<file path="src/rtl/float_accumulator.sv">
// float_accumulator
//   Sums N_TERMS single-precision terms into one result using a
//   combinational single-cycle float adder, then holds the result until the
//   consumer takes it.
//
//   Parameters:
//     N_TERMS     terms summed per result (2..255)
//   Ports:
//     clk         sole clock, rising edge
//     reset       synchronous, active-high
//     in_data     32-bit IEEE-754 single term
//     in_valid    in_data holds a term
//     in_ready    block accepts a term this cycle (ACCUM state)
//     out_data    last completed result
//     out_valid   out_data holds a completed result (HOLD state)
//     out_ready   consumer takes the result this cycle
//     term_count  terms accepted into the current result
//
//   Optional feature macro: FLOAT_ACC_RELU_EN
//     defined   -> a negative completed result is presented as +0
//     undefined -> the result is presented unmodified
module float_accumulator #(
    parameter int N_TERMS = 25
) (
    input  logic        clk,
    input  logic        reset,
    input  logic [31:0] in_data,
    input  logic        in_valid,
    output logic        in_ready,
    output logic [31:0] out_data,
    output logic        out_valid,
    input  logic        out_ready,
    output logic [7:0]  term_count
);

    typedef enum logic {ACCUM = 1'b0, HOLD = 1'b1} state_t;

    // Float add: all-zero operand passes the other through, mantissa bits
    // shifted out are truncated, no NaN/Inf/denormal handling.
    function automatic logic [31:0] float_add(input logic [31:0] a, input logic [31:0] b);
        logic [31:0] x, y, res;
        logic [7:0]  ex, ey, d, e;
        logic [24:0] mx, my, m;
        logic [4:0]  p;
        res = 32'h0;
        if (a == 32'h0) begin
            res = b;
        end else if (b == 32'h0) begin
            res = a;
        end else begin
            // x is the operand of larger magnitude; result takes its sign
            if (a[30:0] >= b[30:0]) begin x = a; y = b; end
            else                    begin x = b; y = a; end
            ex = x[30:23];
            ey = y[30:23];
            d  = ex - ey;
            mx = {2'b01, x[22:0]};
            my = (d > 8'd24) ? 25'h0 : ({2'b01, y[22:0]} >> d);
            e  = ex;
            if (x[31] == y[31]) begin
                m = mx + my;
                if (m[24]) begin
                    m = m >> 1;
                    e = e + 8'd1;
                end
                res = {x[31], e, m[22:0]};
            end else begin
                m = mx - my;
                if (m != 25'h0) begin
                    // locate leading one and renormalise to bit 23
                    p = 5'd0;
                    for (int i = 0; i < 24; i++)
                        if (m[i]) p = 5'(i);
                    m = m << (5'd23 - p);
                    e = e - {3'b000, 5'd23 - p};
                    res = {x[31], e, m[22:0]};
                end
            end
        end
        return res;
    endfunction

    state_t      r_state;
    state_t      w_next;
    logic [31:0] r_acc;
    logic [31:0] r_result;
    logic [7:0]  r_count;
    logic [31:0] w_sum;
    logic        w_accept;
    logic        w_last;
    logic        w_release;

    assign w_sum     = float_add(r_acc, in_data);
    assign w_accept  = in_valid && (r_state == ACCUM);
    assign w_last    = (r_count == 8'(N_TERMS - 1));
    assign w_release = out_ready && (r_state == HOLD);

    // state register
    always_ff @(posedge clk) begin
        if (reset) r_state <= ACCUM;
        else       r_state <= w_next;
    end

    // next-state logic
    always_comb begin
        w_next = r_state;
        case (r_state)
            ACCUM:   if (w_accept && w_last) w_next = HOLD;
            HOLD:    if (w_release)          w_next = ACCUM;
            default: w_next = ACCUM;
        endcase
    end

    // output logic
    always_comb begin
        in_ready   = (r_state == ACCUM);
        out_valid  = (r_state == HOLD);
        term_count = r_count;
`ifdef FLOAT_ACC_RELU_EN
        out_data   = r_result[31] ? 32'h0 : r_result;
`else
        out_data   = r_result;
`endif
    end

    // datapath: running sum, term counter, completed-result register.
    // r_result only loads on the completing term, so it stays valid through
    // the next accumulation.
    always_ff @(posedge clk) begin
        if (reset) begin
            r_acc    <= 32'h0;
            r_count  <= 8'h0;
            r_result <= 32'h0;
        end else if (w_accept) begin
            r_acc   <= w_sum;
            r_count <= r_count + 8'd1;
            if (w_last) r_result <= w_sum;
        end else if (w_release) begin
            r_acc   <= 32'h0;
            r_count <= 8'h0;
        end
    end

endmodule

</file>
<file path="config.mk">
export PLATFORM = sky130hd
export DESIGN_NAME = float_accumulator
export DESIGN_NICKNAME = d
export VERILOG_FILES = /design/src/rtl/float_accumulator.sv
export SDC_FILE = /design/constraint.sdc
export NUM_CORES = 1
export LEC_CHECK = 0
export ABC_CLOCK_PERIOD_IN_PS = 18000
export CORE_AREA = 2 2 140 142
export CTS_BUF_LIST = sky130_fd_sc_hd__clkbuf_8 sky130_fd_sc_hd__clkbuf_16
export DETAILED_ROUTE_END_ITERATION = 8
export DIE_AREA = 0 0 142 144
export DONT_BUFFER_PORTS = 1
export PLACE_DENSITY = 0.74
export RECOVER_POWER = 100
export SLEW_MARGIN = 10
export SYNTH_ARGS = -nofsm -noshare
export SYNTH_HDL_FRONTEND = slang
export SYNTH_SLANG_ARGS = --single-unit
</file>
<file path="constraint.sdc">
create_clock -name clk -period 18 [get_ports clk]
set_input_delay 3.6 -clock clk [delete_from_list [all_inputs] [get_ports clk]]
set_output_delay 3.6 -clock clk [all_outputs]
set_load 0.005 [all_outputs]
</file>
**Word level (Yosys, flattened, before mapping)**

Cells that the tools add are included.

- Bits in latches: 0
- Output and inout bits: 42
- Memories: 0
- Bits of input ports: 36
- Memory bits (read-only): 0
- Memory bits (writable): 0
- Bits in registers: 73
- Logic and storage cells: 73

- Bitwise gates (word level): 1
- Add/sub/neg operators: 7
- Mux-type cells: 47
- Reduce and logical (&&, ||, !) cells: 8
- Shift operators: 2
- Equality and inequality tests: 2
- $mul: 0
- Divide/modulo/power cells: 0
- $lt $le $gt $ge: 2

Operators by type and width:

| kind | count |
|---|---|
| two-way mux 32 bit | 12 |
| two-way mux 5 bit | 26 |
| zero test 32 bit | 2 |
| greater-or-equal comparator 31 bit | 1 |
| adder 24 x 25 -> 25 bit | 1 |
| two-way mux 25 bit | 1 |
| nonzero test 25 bit | 1 |
| left shift 25 x 5 -> 23 bit | 1 |
| right shift 24 x 8 -> 25 bit | 1 |
| subtractor 24 x 25 -> 25 bit | 1 |
| two-way mux 8 bit | 3 |
| two-way mux 23 bit | 1 |
| adder 8 x 1 -> 8 bit, second input constant | 2 |
| == test 8 x 5 -> 1 bit, second input constant | 1 |
| > comparator 8 x 5 -> 1 bit, second input constant | 1 |
| subtractor 8 x 5 -> 8 bit | 1 |
| subtractor 8 bit | 1 |
| subtractor 5 bit, first input constant | 1 |
| logical AND 1 bit | 3 |
| two-way mux 1 bit | 3 |
| one-hot mux 1 bit (2 select lines) | 1 |
| AND reduction 2 bit | 1 |
| nonzero test 2 bit | 1 |
| == test 1 bit | 1 |
| NOT 1 bit | 1 |

**Depth between registers and ports, before layout**

- Word-level depth: 42
- Gate-level depth with buffers: 57
- Gate-level depth less buffers: 48

**Worst setup path after synthesis**

Ideal clock, no wire load.

- Path kind: input -> register
- From: in in_data[24]
- To: reg r_result[30] (netlist: out_data[30])
- Setup time: 65 ps
- Required time: 17935 ps
- Arrival time: 14409 ps
- Cell stages on the path: 55
- Path slack: 3526 ps
- Path buffers: 9
- Cell sequence: clkbuf_1 -> inv_1 -> ha_1 -> a21oi_1 -> o21ai_1 -> a211oi_2 -> nand2_1 -> a21oi_2 -> buf_1 -> clkbuf_1 -> buf_1 -> buf_1 -> clkbuf_1 -> a21oi_1 -> ha_1 -> nand2_1 -> nand3_1 -> a21oi_1 -> (+19 left out) -> a211o_1 -> a31oi_1 -> o2111ai_1 -> and2_1 -> buf_2 -> buf_2 -> ha_1 -> nor2b_1 -> o21ai_0 -> nand2b_1 -> a21o_1 -> a21o_1 -> nand3b_1 -> xnor2_1 -> o221ai_1 -> o221ai_1 -> o21a_1 -> nor2_1

- Word-level cells in the longest chain between the ends: 41
- Elaborated cells on any way between the ends: 51
- Those cells by class: add/sub: 6; order compare: 2; eq/ne: 1; shift: 1; mux: 39; reduce/logical: 2

RTL lines:

| item | RTL line | RTL |
|---|---|---|
| start, declared | 27 | `input logic [31:0] in_data,` |
| greater-or-equal comparator 31 bit | 52 | `if (a[30:0] >= b[30:0]) begin x = a; y = b; end` |
| two-way mux 32 bit | 52 |  |
| two-way mux 32 bit | 48 | `end else if (b == 32'h0) begin` |
| two-way mux 32 bit | 46 | `if (a == 32'h0) begin` |
| subtractor 8 bit | 56 | `d = ex - ey;` |
| right shift 24 x 8 -> 25 bit / > comparator 8 x 5 -> 1 bit (equally long branches) | 58 | `my = (d > 8'd24) ? 25'h0 : ({2'b01, y[22:0]} >> d);` |
| two-way mux 25 bit | 58 |  |
| subtractor 24 x 25 -> 25 bit | 68 | `m = mx - my;` |
| (+25 left out) | n/a |  |
| two-way mux 5 bit | 48 |  |
| two-way mux 5 bit | 46 |  |
| subtractor 5 bit | 75 | `e = e - {3'b000, 5'd23 - p};` |
| subtractor 8 x 5 -> 8 bit | 75 |  |
| two-way mux 32 bit | 69 | `if (m != 25'h0) begin` |
| two-way mux 32 bit | 60 | `if (x[31] == y[31]) begin` |
| two-way mux 32 bit * | 48 |  |
| two-way mux 32 bit * | 46 |  |
| end signal, assigned | 137 | `if (w_last) r_result <= w_sum;` |
| end, declared | 86 | `logic [31:0] r_result;` |

Every way passes the cells marked *; elsewhere a longest branch is shown, timed or not. The select of a mux whose other input is x is not followed.
A chain may end at the register's enable or synchronous reset.

**Final worst setup path**

- From: in in_data[29]
- To: reg r_result[29] (netlist: out_data[29])

- Word-level cells in the longest chain between the ends: 41
- Elaborated cells on any way between the ends: 51
- Those cells by class: add/sub: 6; order compare: 2; eq/ne: 1; shift: 1; mux: 39; reduce/logical: 2

RTL lines:

| item | RTL line |
|---|---|
| greater-or-equal comparator 31 bit | 52 |
| two-way mux 32 bit | 52 |
| two-way mux 32 bit | 48 |
| two-way mux 32 bit | 46 |
| subtractor 8 bit | 56 |
| right shift 24 x 8 -> 25 bit / > comparator 8 x 5 -> 1 bit (equally long branches) | 58 |
| two-way mux 25 bit | 58 |
| subtractor 24 x 25 -> 25 bit | 68 |
| (+25 left out) | n/a |
| two-way mux 5 bit | 48 |
| two-way mux 5 bit | 46 |
| subtractor 5 bit | 75 |
| subtractor 8 x 5 -> 8 bit | 75 |
| two-way mux 32 bit | 69 |
| two-way mux 32 bit | 60 |
| two-way mux 32 bit | 48 |
| two-way mux 32 bit * | 46 |

Marked as above.

==> results.cfg <==
[cts]
cts_resized = 0
cts_tree = done
clkLatencyLatePin_ps = 340
post_cts_buffers = 0
htreeDepth = 3
numCtsBuffers = 9
cts-root-buf = clkbuf_16
clock-sinks = 73
hold_buffers = 0
clkTransAtPathRegs_ps = 60
clk_path_buf_depth = 2

[hold_path]
min-delay-path-class = reg2reg

[timing]
fin_skew_ps = 7.85
finalMaxSlewViolations = 8
finalCriticalPeriod_ps = 16310
relSlewSlack = -0.0229
fin_crit_sh = 0.906
rsz0062_at_grt = no
post-route-worst-setup-slack_ps = 1690
worst_slew_pin_slew_ps = 1530
max_freq_ghz = 0.0613
holdWs_ps = 469
tns_ps = 0
hold_violations = 0
setup_viol = 0

[critical_path]
cpLargestDelayFamily = compound AO/OA/AOI/OAI gates
arrival_ps = 16570
max_stage_delay_ps = 1070
path_buf_inv = 4
critPathMaxFanout = 84
cp-end-kind = flip-flop
critPathSlowestCell = o311ai_0
worstSetupPathType = in2reg
required_ps = 18260
cp-start-kind = input port

[grt]
grt_pass1_wl_mm = 62.5
gr-total-overflow = 0
grt_antenna_before_repair = 0
grt_pass1_vias = 10965
grt_max_degree = 85
grt_usage = 0.391

[placement]
dp_slack_ps = 2230
dp_hpwl_mm = 32.3
gp_congestion = 1.06
portBuffers = 0
dpl.cell_count = 1719
post_dp_cell_area_um2 = 11100

[run]
cap_violations = 1

[drt]
met3_length_mm = 4.39
ant_nets = 0
viasPerCell = 7.01
wirelength_mm = 41.1
num_vias = 12170
post_drt_wl_per_cell_um = 23.7
drt_iter0_drc = 1695
top_layer_used = met4
firstDrtPassIters = 6
met2_length_mm = 17.8
remaining_drc_errors = 0
drt-met1-wl_mm = 16.2

[power_and_ir_drop]
swShare = 0.538
p_total_mw = 1.33
powerDensity_nw_per_um2 = 116
internal_power_mw = 0.613
pwr-share-seq = 0.161
clock_power_share = 0.130
pwr-share-comb = 0.709
p_leak_nw = 4.84
irDropWorstVdd_uv = 56.9
p_switching_mw = 0.715

[cells_and_area]
fin_area_um2 = 11400
multiInputGateArea_um2 = 8910
syn_to_final_growth_pct = 2.71
ff_latch_area_um2 = 1460
final_util = 0.597
fillers = 1818
final_layout_size_suffix_gt1_frac = 0.0595
final_net_count = 1618
diodes = 0
final_cells = 1735

[synth]
synth-seq-cells = 73
synth_edf_count = 0
yosysTopAreaCellShare = 0.132
yosys_warnings = 0
synth_seq_area_share = 0.132
netlist_area_um2 = 11100
syn_inst = 1565
yosysUniqueCellTypes = 91
async_flop_share = 0
avgSynthCellArea_um2 = 7.09
ys.flop_type = dfxtp_1
synth_area_leaders = dfxtp_1 (13%), ha_1 (9.8%), mux2i_1 (8.9%), a21oi_1 (6.4%), nor2_1 (5.7%)
synth_top_cell_by_area = dfxtp_1
synthesis.nets = 1691

[floorplanning]
core_area_um2 = 19100
die_y_um = 144
initial_core_util = 0.582
die_w_um = 142
rows = 51
ios = 78
die-area_um2 = 20400

[outcome]
violations = capacitance limit, slew limit
status = finished, violations left
==> cell type report <==
type                            count  share of cell area
Clock buffer                       11              0.0222
Clock inverter                      5             0.00329
Inverter                           93              0.0306
Multi-Input combinational cell   1302               0.782
Sequential cell                    73               0.128
Tap cell                          238              0.0261
Timing Repair Buffer               13             0.00790
==> power groups by stage <==
stage / Combinational, mW / Clock [mW] / Sequential [mW]
after floorplan: 0.677 / 0 / 0.195
after global placement: 0.897 / 0 / 0.213
after detailed placement: 0.900 / 0 / 0.213
after CTS: 0.906 / 0.173 / 0.210
after global routing: 1.00 / 0.180 / 0.213
final: 0.941 / 0.173 / 0.214
==> cell usage after synthesis, drive strengths merged (19+ instances only) <==
cell type	n
nor2	172
a21oi	144
nand2	126
mux2i	100
inv	92
o21ai	88
ha	87
clkbuf	79
dfxtp	73
nand3	46
mux2	44
xnor2	40
a211oi	37
nor4	30
nor3	24
o221ai	20
nand4	19
nor2b	19
==> layer usage <==
metal	up-vias	GRT usage
met4	0	0.208
met1	5579	0.503
li1	5619	-
met3	180	0.0719
met2	792	0.624
met5	-	0
==> registers in the layout, summed over array words and instances, names as in the netlist <==
register    count
term_count      8
out_data       32
r_acc          32
out_valid       1
==> kinds of logic after synthesis <==
kind of cell / share of synthesized area
and+or+nand+nor: 0.232
AOI/OAI and AO/OA: 0.289
buffers and inverters: 0.0663
muxes: 0.135
adders and majority gates: 0.103
DFF: 0.132
xor gates and xnor gates: 0.0426
==> tightest hold or removal path, cell delays in order, from the launching register on <==
cell	delay, ps
dfxtp_1	320
nand2_1	60
a21oi_1	50
==> worst paths after layout <==
path	start	cells past startpoint	endpoint	slack, ps
hold / removal	out_data[12]	2	out_data[12]	470
setup reg to reg	r_acc[24]	47	out_data[29]	4430
setup / recovery	in_data[29]	48	out_data[29]	1690
hold reg to reg	out_data[12]	2	out_data[12]	470
==> cell usage in the layout (no fill, tap or decap), types with 10 or more instances in the layout <==
| cell type | instances |
|---|---|
| nor2_1 | 168 |
| a21oi_1 | 142 |
| nand2_1 | 126 |
| mux2i_1 | 99 |
| inv_1 | 91 |
| ha_1 | 87 |
| o21ai_0 | 82 |
| dfxtp_1 | 73 |
| nand3_1 | 46 |
| xnor2_1 | 40 |
| a211oi_1 | 36 |
| mux2_2 | 34 |
| nor4_1 | 30 |
| nor3_1 | 23 |
| o221ai_1 | 20 |
| nor2b_1 | 19 |
| nand4_1 | 19 |
| nand2b_1 | 18 |
| o21a_1 | 18 |
| o211ai_1 | 17 |
| and3_1 | 16 |
| and2_1 | 16 |
| a21o_1 | 14 |
| or3_1 | 14 |
| o22ai_1 | 14 |
| xor2_1 | 14 |
| a22oi_1 | 14 |
| buf_4 | 11 |
| mux2_1 | 10 |
Power figures use the tool's default switching activity.
